$ cat src/rtl/i2c_write_master.sv
// Single-master I2C register-write controller: START, addr+W, reg byte, data byte, STOP.
// Drives open-drain SCL/SDA from registered outputs and reports ACK/NACK outcome.
module i2c_write_master #(
  parameter int unsigned CLK_DIV = 4,
  parameter int unsigned DIV_W   = 16
) (
  input  logic       clk,
  input  logic       reset,
  input  logic       start_i,
  input  logic [6:0] dev_addr_i,
  input  logic [7:0] reg_addr_i,
  input  logic [7:0] wdata_i,
  input  logic       sda_i,
  output logic       scl_o,
  output logic       sda_oe_o,
  output logic       busy_o,
  output logic       done_o,
  output logic       nack_o
);

  localparam logic [DIV_W-1:0] CNT_LAST = DIV_W'(CLK_DIV - 1);

  typedef enum logic [3:0] {
    S_IDLE, S_START, S_ADDR, S_ADDR_ACK, S_REG, S_REG_ACK, S_DATA, S_DATA_ACK, S_STOP
  } state_e;

  state_e           state_q, state_d;
  logic [DIV_W-1:0] cnt_q, cnt_d;
  logic [1:0]       qtr_q, qtr_d;
  logic [2:0]       bit_q, bit_d;
  logic [6:0]       dev_q, dev_d;
  logic [7:0]       reg_q, reg_d;
  logic [7:0]       data_q, data_d;
  logic             scl_q, scl_d;
  logic             sda_oe_q, sda_oe_d;
  logic             busy_q, busy_d;
  logic             done_q, done_d;
  logic             nack_q, nack_d;

  logic             tick;
  logic [7:0]       byte_sel;
  logic             cur_bit;
  logic             scl_pulse;

  // Next-state, counters and registered pin levels derived from the next phase
  always_comb begin
    state_d  = state_q;
    cnt_d    = cnt_q;
    qtr_d    = qtr_q;
    bit_d    = bit_q;
    dev_d    = dev_q;
    reg_d    = reg_q;
    data_d   = data_q;
    busy_d   = busy_q;
    done_d   = 1'b0;
    nack_d   = nack_q;
    scl_d    = 1'b1;
    sda_oe_d = 1'b0;
    byte_sel = 8'h00;
    cur_bit  = 1'b0;
    scl_pulse = 1'b0;

    tick = busy_q && (cnt_q == CNT_LAST);
    if (busy_q) cnt_d = tick ? '0 : cnt_q + DIV_W'(1);

    case (state_q)
      S_IDLE: begin
        if (start_i) begin
          state_d = S_START;
          cnt_d   = '0;
          qtr_d   = 2'd0;
          bit_d   = 3'd0;
          dev_d   = dev_addr_i;
          reg_d   = reg_addr_i;
          data_d  = wdata_i;
          busy_d  = 1'b1;
          nack_d  = 1'b0;
        end
      end
      S_START: begin
        if (tick) begin
          if (qtr_q == 2'd1) begin
            state_d = S_ADDR;
            qtr_d   = 2'd0;
            bit_d   = 3'd0;
          end else begin
            qtr_d = qtr_q + 2'd1;
          end
        end
      end
      S_ADDR, S_REG, S_DATA: begin
        if (tick) begin
          qtr_d = qtr_q + 2'd1;
          if (qtr_q == 2'd3) begin
            bit_d = bit_q + 3'd1;
            if (bit_q == 3'd7) begin
              state_d = (state_q == S_ADDR) ? S_ADDR_ACK :
                        (state_q == S_REG)  ? S_REG_ACK  : S_DATA_ACK;
            end
          end
        end
      end
      S_ADDR_ACK, S_REG_ACK, S_DATA_ACK: begin
        if (tick) begin
          qtr_d = qtr_q + 2'd1;
          // ACK is sampled mid-way through SCL high
          if (qtr_q == 2'd1 && sda_i) nack_d = 1'b1;
          if (qtr_q == 2'd3) begin
            bit_d = 3'd0;
            if (nack_q || state_q == S_DATA_ACK) state_d = S_STOP;
            else if (state_q == S_ADDR_ACK)      state_d = S_REG;
            else                                 state_d = S_DATA;
          end
        end
      end
      S_STOP: begin
        if (tick) begin
          if (qtr_q == 2'd2) begin
            state_d = S_IDLE;
            qtr_d   = 2'd0;
            busy_d  = 1'b0;
            done_d  = 1'b1;
          end else begin
            qtr_d = qtr_q + 2'd1;
          end
        end
      end
      default: state_d = S_IDLE;
    endcase

    case (state_d)
      S_ADDR:  byte_sel = {dev_d, 1'b0};
      S_REG:   byte_sel = reg_d;
      S_DATA:  byte_sel = data_d;
      default: byte_sel = 8'h00;
    endcase
    cur_bit   = byte_sel[3'd7 - bit_d];
    scl_pulse = (qtr_d == 2'd1) || (qtr_d == 2'd2);

    case (state_d)
      S_START: begin
        scl_d    = 1'b1;
        sda_oe_d = (qtr_d == 2'd1);
      end
      S_ADDR, S_REG, S_DATA: begin
        scl_d    = scl_pulse;
        sda_oe_d = ~cur_bit;
      end
      S_ADDR_ACK, S_REG_ACK, S_DATA_ACK: begin
        scl_d    = scl_pulse;
        sda_oe_d = 1'b0;
      end
      S_STOP: begin
        scl_d    = (qtr_d != 2'd0);
        sda_oe_d = (qtr_d != 2'd2);
      end
      default: begin
        scl_d    = 1'b1;
        sda_oe_d = 1'b0;
      end
    endcase
  end

  always_ff @(posedge clk or negedge reset) begin
    if (!reset) begin
      state_q  <= S_IDLE;
      cnt_q    <= '0;
      qtr_q    <= 2'd0;
      bit_q    <= 3'd0;
      dev_q    <= 7'd0;
      reg_q    <= 8'd0;
      data_q   <= 8'd0;
      scl_q    <= 1'b1;
      sda_oe_q <= 1'b0;
      busy_q   <= 1'b0;
      done_q   <= 1'b0;
      nack_q   <= 1'b0;
    end else begin
      state_q  <= state_d;
      cnt_q    <= cnt_d;
      qtr_q    <= qtr_d;
      bit_q    <= bit_d;
      dev_q    <= dev_d;
      reg_q    <= reg_d;
      data_q   <= data_d;
      scl_q    <= scl_d;
      sda_oe_q <= sda_oe_d;
      busy_q   <= busy_d;
      done_q   <= done_d;
      nack_q   <= nack_d;
    end
  end

  assign scl_o    = scl_q;
  assign sda_oe_o = sda_oe_q;
  assign busy_o   = busy_q;
  assign done_o   = done_q;
  assign nack_o   = nack_q;

endmodule

$ cat config.mk
export PLATFORM = sky130hd
export DESIGN_NAME = i2c_write_master
export DESIGN_NICKNAME = d
export VERILOG_FILES = /design/src/rtl/i2c_write_master.sv
export SDC_FILE = /design/constraint.sdc
export NUM_CORES = 1
export LEC_CHECK = 0
export BUFFER_PORTS_ARGS = -buffer_cell sky130_fd_sc_hd__buf_2
export CAP_MARGIN = 20
export CELL_PAD_IN_SITES_DETAIL_PLACEMENT = 2
export CELL_PAD_IN_SITES_GLOBAL_PLACEMENT = 2
export CORE_UTILIZATION = 38
export DETAILED_ROUTE_END_ITERATION = 6
export PLACE_DENSITY = 0.86
export SYNTH_ARGS = -nofsm -noshare
export SYNTH_HDL_FRONTEND = slang
export SYNTH_SLANG_ARGS = --single-unit
$ cat constraint.sdc
create_clock -name clk -period 6.15 [get_ports clk]
set_input_delay 0.3075 -clock clk [delete_from_list [all_inputs] [get_ports clk]]
set_output_delay 0.3075 -clock clk [all_outputs]
set_load 0.02 [all_outputs]
==> results of run 1 <==
## cell families (layout without fill, tap and decap cells)
kind of cell / count (synthesis) / after routing / share of synthesized area [%]
mux: 2 / 2 / 0.7358
xor+xnor: 11 / 11 / 3.148
fa+ha+maj: 15 / 15 / 6.051
flops: 53 / 53 / 43.38
compound gates: 63 / 63 / 13.53
buf+inv: 28 / 54 / 3.557
simple gates: 186 / 186 / 29.60
## cells in the mapped netlist, types with 2 or more instances
cell type / count
and2_1: 5
nor2b_1: 3
nor2_1: 28
nor4_4: 2
nand2_1: 97
and3_2: 2
nand4_1: 4
or3_1: 5
and3_1: 7
xor2_1: 8
xnor2_1: 3
dfrtp_1: 52
a211o_1: 2
a31o_2: 2
inv_1: 12
or4_4: 2
a21oi_1: 18
nand2b_1: 2
a22oi_1: 2
o21ai_0: 12
a31oi_1: 4
mux2_2: 2
nor3_1: 4
a221oi_1: 2
a21o_1: 2
clkbuf_1: 15
ha_1: 14
o211ai_1: 4
nand3_1: 13
nor3b_1: 3
a211oi_1: 3
or2_2: 2
## layout make-up
| cell class | instances | area [sq um] | share of cell area [%] |
|---|---|---|---|
| Tap cell | 102 | 127.6 | 3.723 |
| Inverter | 12 | 45.04 | 1.314 |
| Clock buffer | 5 | 68.82 | 2.007 |
| Timing Repair Buffer | 34 | 185.2 | 5.401 |
| Sequential cell | 53 | 1328 | 38.72 |
| Multi-Input combinational cell | 277 | 1624 | 47.37 |
| Clock inverter | 3 | 50.05 | 1.460 |
## layout by cell type (no fill, tap or decap), types with 4 or more instances in the layout
cell type,count
a21oi_1,18
inv_1,12
dfrtp_1,52
nor3_1,4
o21ai_0,12
or3_1,5
xor2_1,8
nand2_1,97
a31oi_1,4
ha_1,14
nand4_1,4
nand3_1,13
and3_1,7
o211ai_1,4
nor2_1,28
and2_1,5
buf_2,31
clkbuf_8,5
## worst paths after layout
path | start | end | depth (start not counted)
hold reg to reg | dev_q[0] | dev_q[0] | 2
setup / recovery | cnt_q[3] | sda_oe_o | 12
hold / removal | reset | state_q[2] | 2
max in group asynchronous | reset | data_q[6] | 2
min in group clk | wdata_i[3] | data_q[3] | 3
setup reg to reg | cnt_q[3] | sda_oe_o | 12
## sequential cells by signal (all words and copies together), names as in the netlist
name and cells:
cnt_q 16, data_q 8, reg_q 8, dev_q 7, state_q 4, bit_q 3, qtr_q 2, busy_o 1
done_o 1, nack_o 1, scl_o 1, sda_oe_o 1
## through the flow
stage          instance area [sq um]  total power [W]  setup WS [ps]  cells
2_1_floorplan                   3060        0.0009155           2834    358
3_3_place_gp                    3294         0.001051           2663    477
3_5_place_dp                    3294         0.001091           2477    477
4_1_cts                         3413         0.001362           2431    485
5_1_grt                         3428         0.001446           2330    486
6_report                        3428         0.001353           2449    486
## power by group through the flow
stage                     Sequential, W  Clock, W  Combinational, W
after CTS                      0.000528  0.000268          0.000566
after floorplan                0.000503         0          0.000412
after global placement         0.000526         0          0.000525
final                          0.000528  0.000264          0.000561
after detailed placement       0.000534         0          0.000557
after global routing           0.000539  0.000277          0.000630
## critical path, stage by stage (launching register included)
cell and delay (ps):
dfrtp_1 440, or4_4 590, or4_2 790, o21ai_0 270, o211ai_1 140, a22oi_1 410
inv_1 120, ha_1 200, a21oi_1 150, a21oi_1 100, o211ai_1 130, a41o_1 130
o311a_1 150
## metal layers
layer / up-vias / global-route usage, %
met5: - / 0
met4: 0 / 4.297
met3: 4 / 2.736
met2: 32 / 43.30
met1: 1379 / 28.52
li1: 1275 / -
==> results.cfg, run 1 <==
[global_routing]
grt_pass1_vias = 3034
antenna_found_initial = 0
grt_pass1_wl_microns = 15250
grt_max_degree = 54
grt.overflow.total = 0
grt_use_total_pct = 23.09

[clocking]
clock-sinks = 53
cts.repair.resized = 0
cts_tree = built
cts_made_buffers = 5
cts-root-buf = clkbuf_8
clk_path_buf_depth = 2
cts-htree-levels = 2
path_clk_slew_ps = 120
clk_latency_ps = 320
post_cts_buffers = 0
postCtsHoldBufs = 0

[synthesis]
synth_top_area_share_pct = 42.52
synth-main-ff-cell = dfrtp_1
synth_seq_cells = 53
ys_seq_area_share_pct = 43.38
synth_top_area_cell = dfrtp_1
yosysWarningCount = 0
synth_edf_count = 0
syn_nets = 399
synth.area.top_cells = dfrtp_1 43%, nand2_1 12%, ha_1 5.7%
synth.distinct_cells = 54
syn_inst = 358
synth_area_per_cell_sq_um = 8.549
async_flop_share_pct = 100.0
syn_area_sq_um = 3060

[worst_setup_path]
startpoint_type = register
crit_path_end_kind = register
ff2ff_setup_slack_ps = 2450
required_ps = 6410
critical_path.max_fanout = 6
crit_arrival_ps = 3960
critPathKind = register to register

[power]
p_comb_share_pct = 41.5
p_sw_share_pct = 42.00
seq_power_share_pct = 39.0
power_density_nw_per_um2 = 394.7
p_clk_share_pct = 19.5
peakVddDrop_v = 0.0001293
p_sw_w = 0.0005683
p_int_w = 0.0007847
power_leakage_nw = 1.660

[detailed_routing]
met1_length_microns = 4003
wl_met2_microns = 4799
drt_first_iter_violations = 60
first_pass_iters = 4
routed_via_density = 5.535
top_layer = met4
wl_microns = 9024
drc = 0
avgRoutedWirePerCell_microns = 18.57
via_count = 2690
wl_met3_microns = 166
detail-route-antenna-nets = 0

[die]
die_w_microns = 91.74
fp.dieH_microns = 91.74
start_util_pct = 39.40
core_sq_um = 7767
io_pins = 32
fp-row-count = 32
dieArea_sq_um = 8416

[timing]
slew_headroom_pct = 48.87
slew_violations = 0
skew_ps = 12.11
finalSetupViolCount = 0
layout_min_cycle_time_ps = 3701
fmaxAchievable_ghz = 0.2702
tightest_slew_ps = 761.8
hold-worst-slack_ps = 107.1
rsz0062_at_grt = false
fin_crit_sh_pct = 60.17
hold_viol = 0
tns_ps = 0

[job]
cap_violations = 0

[final_layout]
n_antenna_cell = 0
fin_util_pct = 44.14
area_growth_syn_to_layout_pct = 12.02
nets = 424
fillCellCount = 912
drive_gt1_share_pct = 15.89

[placement]
port_buffers = 31
place_congestion = 0.8828
post-dp-hpwl_microns = 6408

[outcome]
status = completed

[hold_path]
hold_class = primary input to async pin
(Power assumes the default switching activity.)
==> inputs of run 2 (changes only) <==
Settings changed: CORE_UTILIZATION 38 to 32, PLACE_DENSITY 0.86 to 0.77.
Clock period 6.15 ns to 3.4 ns, I/O delays scaled along.
==> run 2 against run 1 <==
The flow now finishes with violations (negative setup slack). Hold slack worse by 45 ps. Register-to-register slack worse by 2500 ps. Die area is 18% higher. Cell area is 10% higher. Non-clock buffer count is 33 higher. Largest cell class unchanged.
==> results.cfg, run 2 (synthesized netlist as in run 1, its figures left out) <==
[outcome]
status = finished with violations
violations = negative setup slack

[worst_setup_path]
worstPathCellList = or4_4, or4_4, buf_4, a211oi_1, o21ai_1, o211ai_1, o211ai_1, a41o_1, o311a_1
max_stage_delay_ps = 590
critPathKind = register to register
crit_arrival_ps = 3620
required_ps = 3610
cpMaxStageDelayCell = or4_4
path_delay_family = compound AO/OA/AOI/OAI gates
startpoint_type = register
crit_buf_inv = 1
crit_path_end_kind = register
critical_path.max_fanout = 7

[clocking]
cts_made_buffers = 5
cts-root-buf = clkbuf_8
clock-sinks = 53
path_clk_slew_ps = 110
clk_latency_ps = 320
cts_tree = built
clk_path_buf_depth = 2
cts-htree-levels = 2

[final_layout]
area_growth_syn_to_layout_pct = 23.55
regMostFlops = cnt_q
layout_common_cells = 97 x nand2_1, 52 x dfrtp_1, 32 x buf_4, 31 x buf_2, 26 x nor2_1
final_cells = 546
drive_gt1_share_pct = 24.46
largest_register_ffs = 16
reg_top3 = cnt_q x16, data_q x8, reg_q x8
fin_util_pct = 40.92
layout_commonest_cell = nand2_1
n_antenna_cell = 0
nets = 457

[detailed_routing]
drc = 0
drt_first_iter_violations = 65
wl_microns = 10560
routed_via_density = 5.277
via_count = 2881
first_pass_iters = 5
detail-route-antenna-nets = 0
avgRoutedWirePerCell_microns = 19.33

[job]
cap_violations = 0

[power]
power_leakage_nw = 1.821
power_density_nw_per_um2 = 717.4
power_w = 0.002712
peakVddDrop_v = 0.0002139

[hold_path]
hold_class = primary input to register

[placement]
post-dp-hpwl_microns = 7006
placed_cells = 525
place_congestion = 0.8060
port_buffers = 31
dp_slack_ps = -161.0

[die]
core_sq_um = 9240
fp.dieH_microns = 99.80
io_pins = 32
start_util_pct = 33.12
dieArea_sq_um = 9959
fp-row-count = 35
die_w_microns = 99.80

[global_routing]
grt_max_degree = 35
grt_use_total_pct = 21.14
grt_pass1_wl_microns = 16330
antenna_found_initial = 0
grt_pass1_vias = 3167
grt.overflow.total = 0

[timing]
layout_min_cycle_time_ps = 3407
tightest_slew_ps = 851.8
slew_headroom_pct = 43.21
skew_ps = 12.57
setup_ws_ps = -7.442
hold_viol = 0
finalSetupViolCount = 1
fmaxAchievable_ghz = 0.2935
slew_violations = 0
fin_crit_sh_pct = 100.2
==> run 2: power by group <==
| part | total (W) | switching [W] | internal (W) |
|---|---|---|---|
| registers | 0.000945 | 0.000127 | 0.000818 |
| clock network | 0.000457 | 0.000236 | 0.000221 |
| logic | 0.00131 | 0.000772 | 0.000538 |
| total | 0.00271 | 0.00113 | 0.00158 |
==> run 2: worst register-to-register path, cell delays in order (launching register included) <==
cell and delay (ps):
dfrtp_1 450, or4_4 550, or4_4 590, buf_4 170
a211oi_1 420, o21ai_1 300, o211ai_1 200, o211ai_1 120
a41o_1 210, o311a_1 280
==> run 2: path summary, 6_finish.rpt <==
| check | start | to | slack, ps | depth (start not counted) |
|---|---|---|---|---|
| worst max-delay path | cnt_q[5] | sda_oe_o | -7 | 9 |
| worst min register to register | dev_q[2] | dev_q[2] | 480 | 2 |
| worst max register to register | cnt_q[5] | sda_oe_o | -7 | 9 |
| worst min-delay path | wdata_i[6] | data_q[6] | 60 | 3 |
| min in group asynchronous | reset | nack_o | 480 | 2 |
| max in group asynchronous | reset | scl_o | 2060 | 3 |
==> run 2: final cells by class <==
class / instances / area [sq um]
fillers: 1029 / 5459
multi-input cells: 277 / 1683
flip-flops and latches: 53 / 1328
repair buffers: 67 / 447.9
well taps: 129 / 161.4
clock buffers: 5 / 68.82
inverters: 12 / 48.80
clock inverters: 3 / 43.79
==> run 2: metal layers <==
metal / up-vias / GRT usage (%) / routed length (microns)
met5: - / 0 / 0
met4: 0 / 7.579 / 261
met3: 23 / 3.343 / 305
met2: 61 / 37.61 / 5558
li1: 1341 / - / -
met1: 1456 / 25.83 / 4430
==> run 2: through the flow <==
stage	TNS, ps	hold slack [ps]	cell area, sq um
6_report	-7.442	62.53	3781
5_1_grt	-134.9	76.06	3781
4_1_cts	0	60.24	3656
3_5_place_dp	-161.0	340.6	3486
3_3_place_gp	-57.63	321.9	3486
2_1_floorplan	0	-125.6	3060
==> run 2: timing repair <==
| item | CTS | global route |
|---|---|---|
| buffers inserted | 3 | 9 |
| cloned | 0 | 0 |
| setup endpoints to repair | 1 | 1 |
| hold buffers | 1 | 0 |
| pin swaps | 1 | 10 |
| endpoints found under the hold margin | 32 | 0 |
| resized for setup | 3 | 13 |
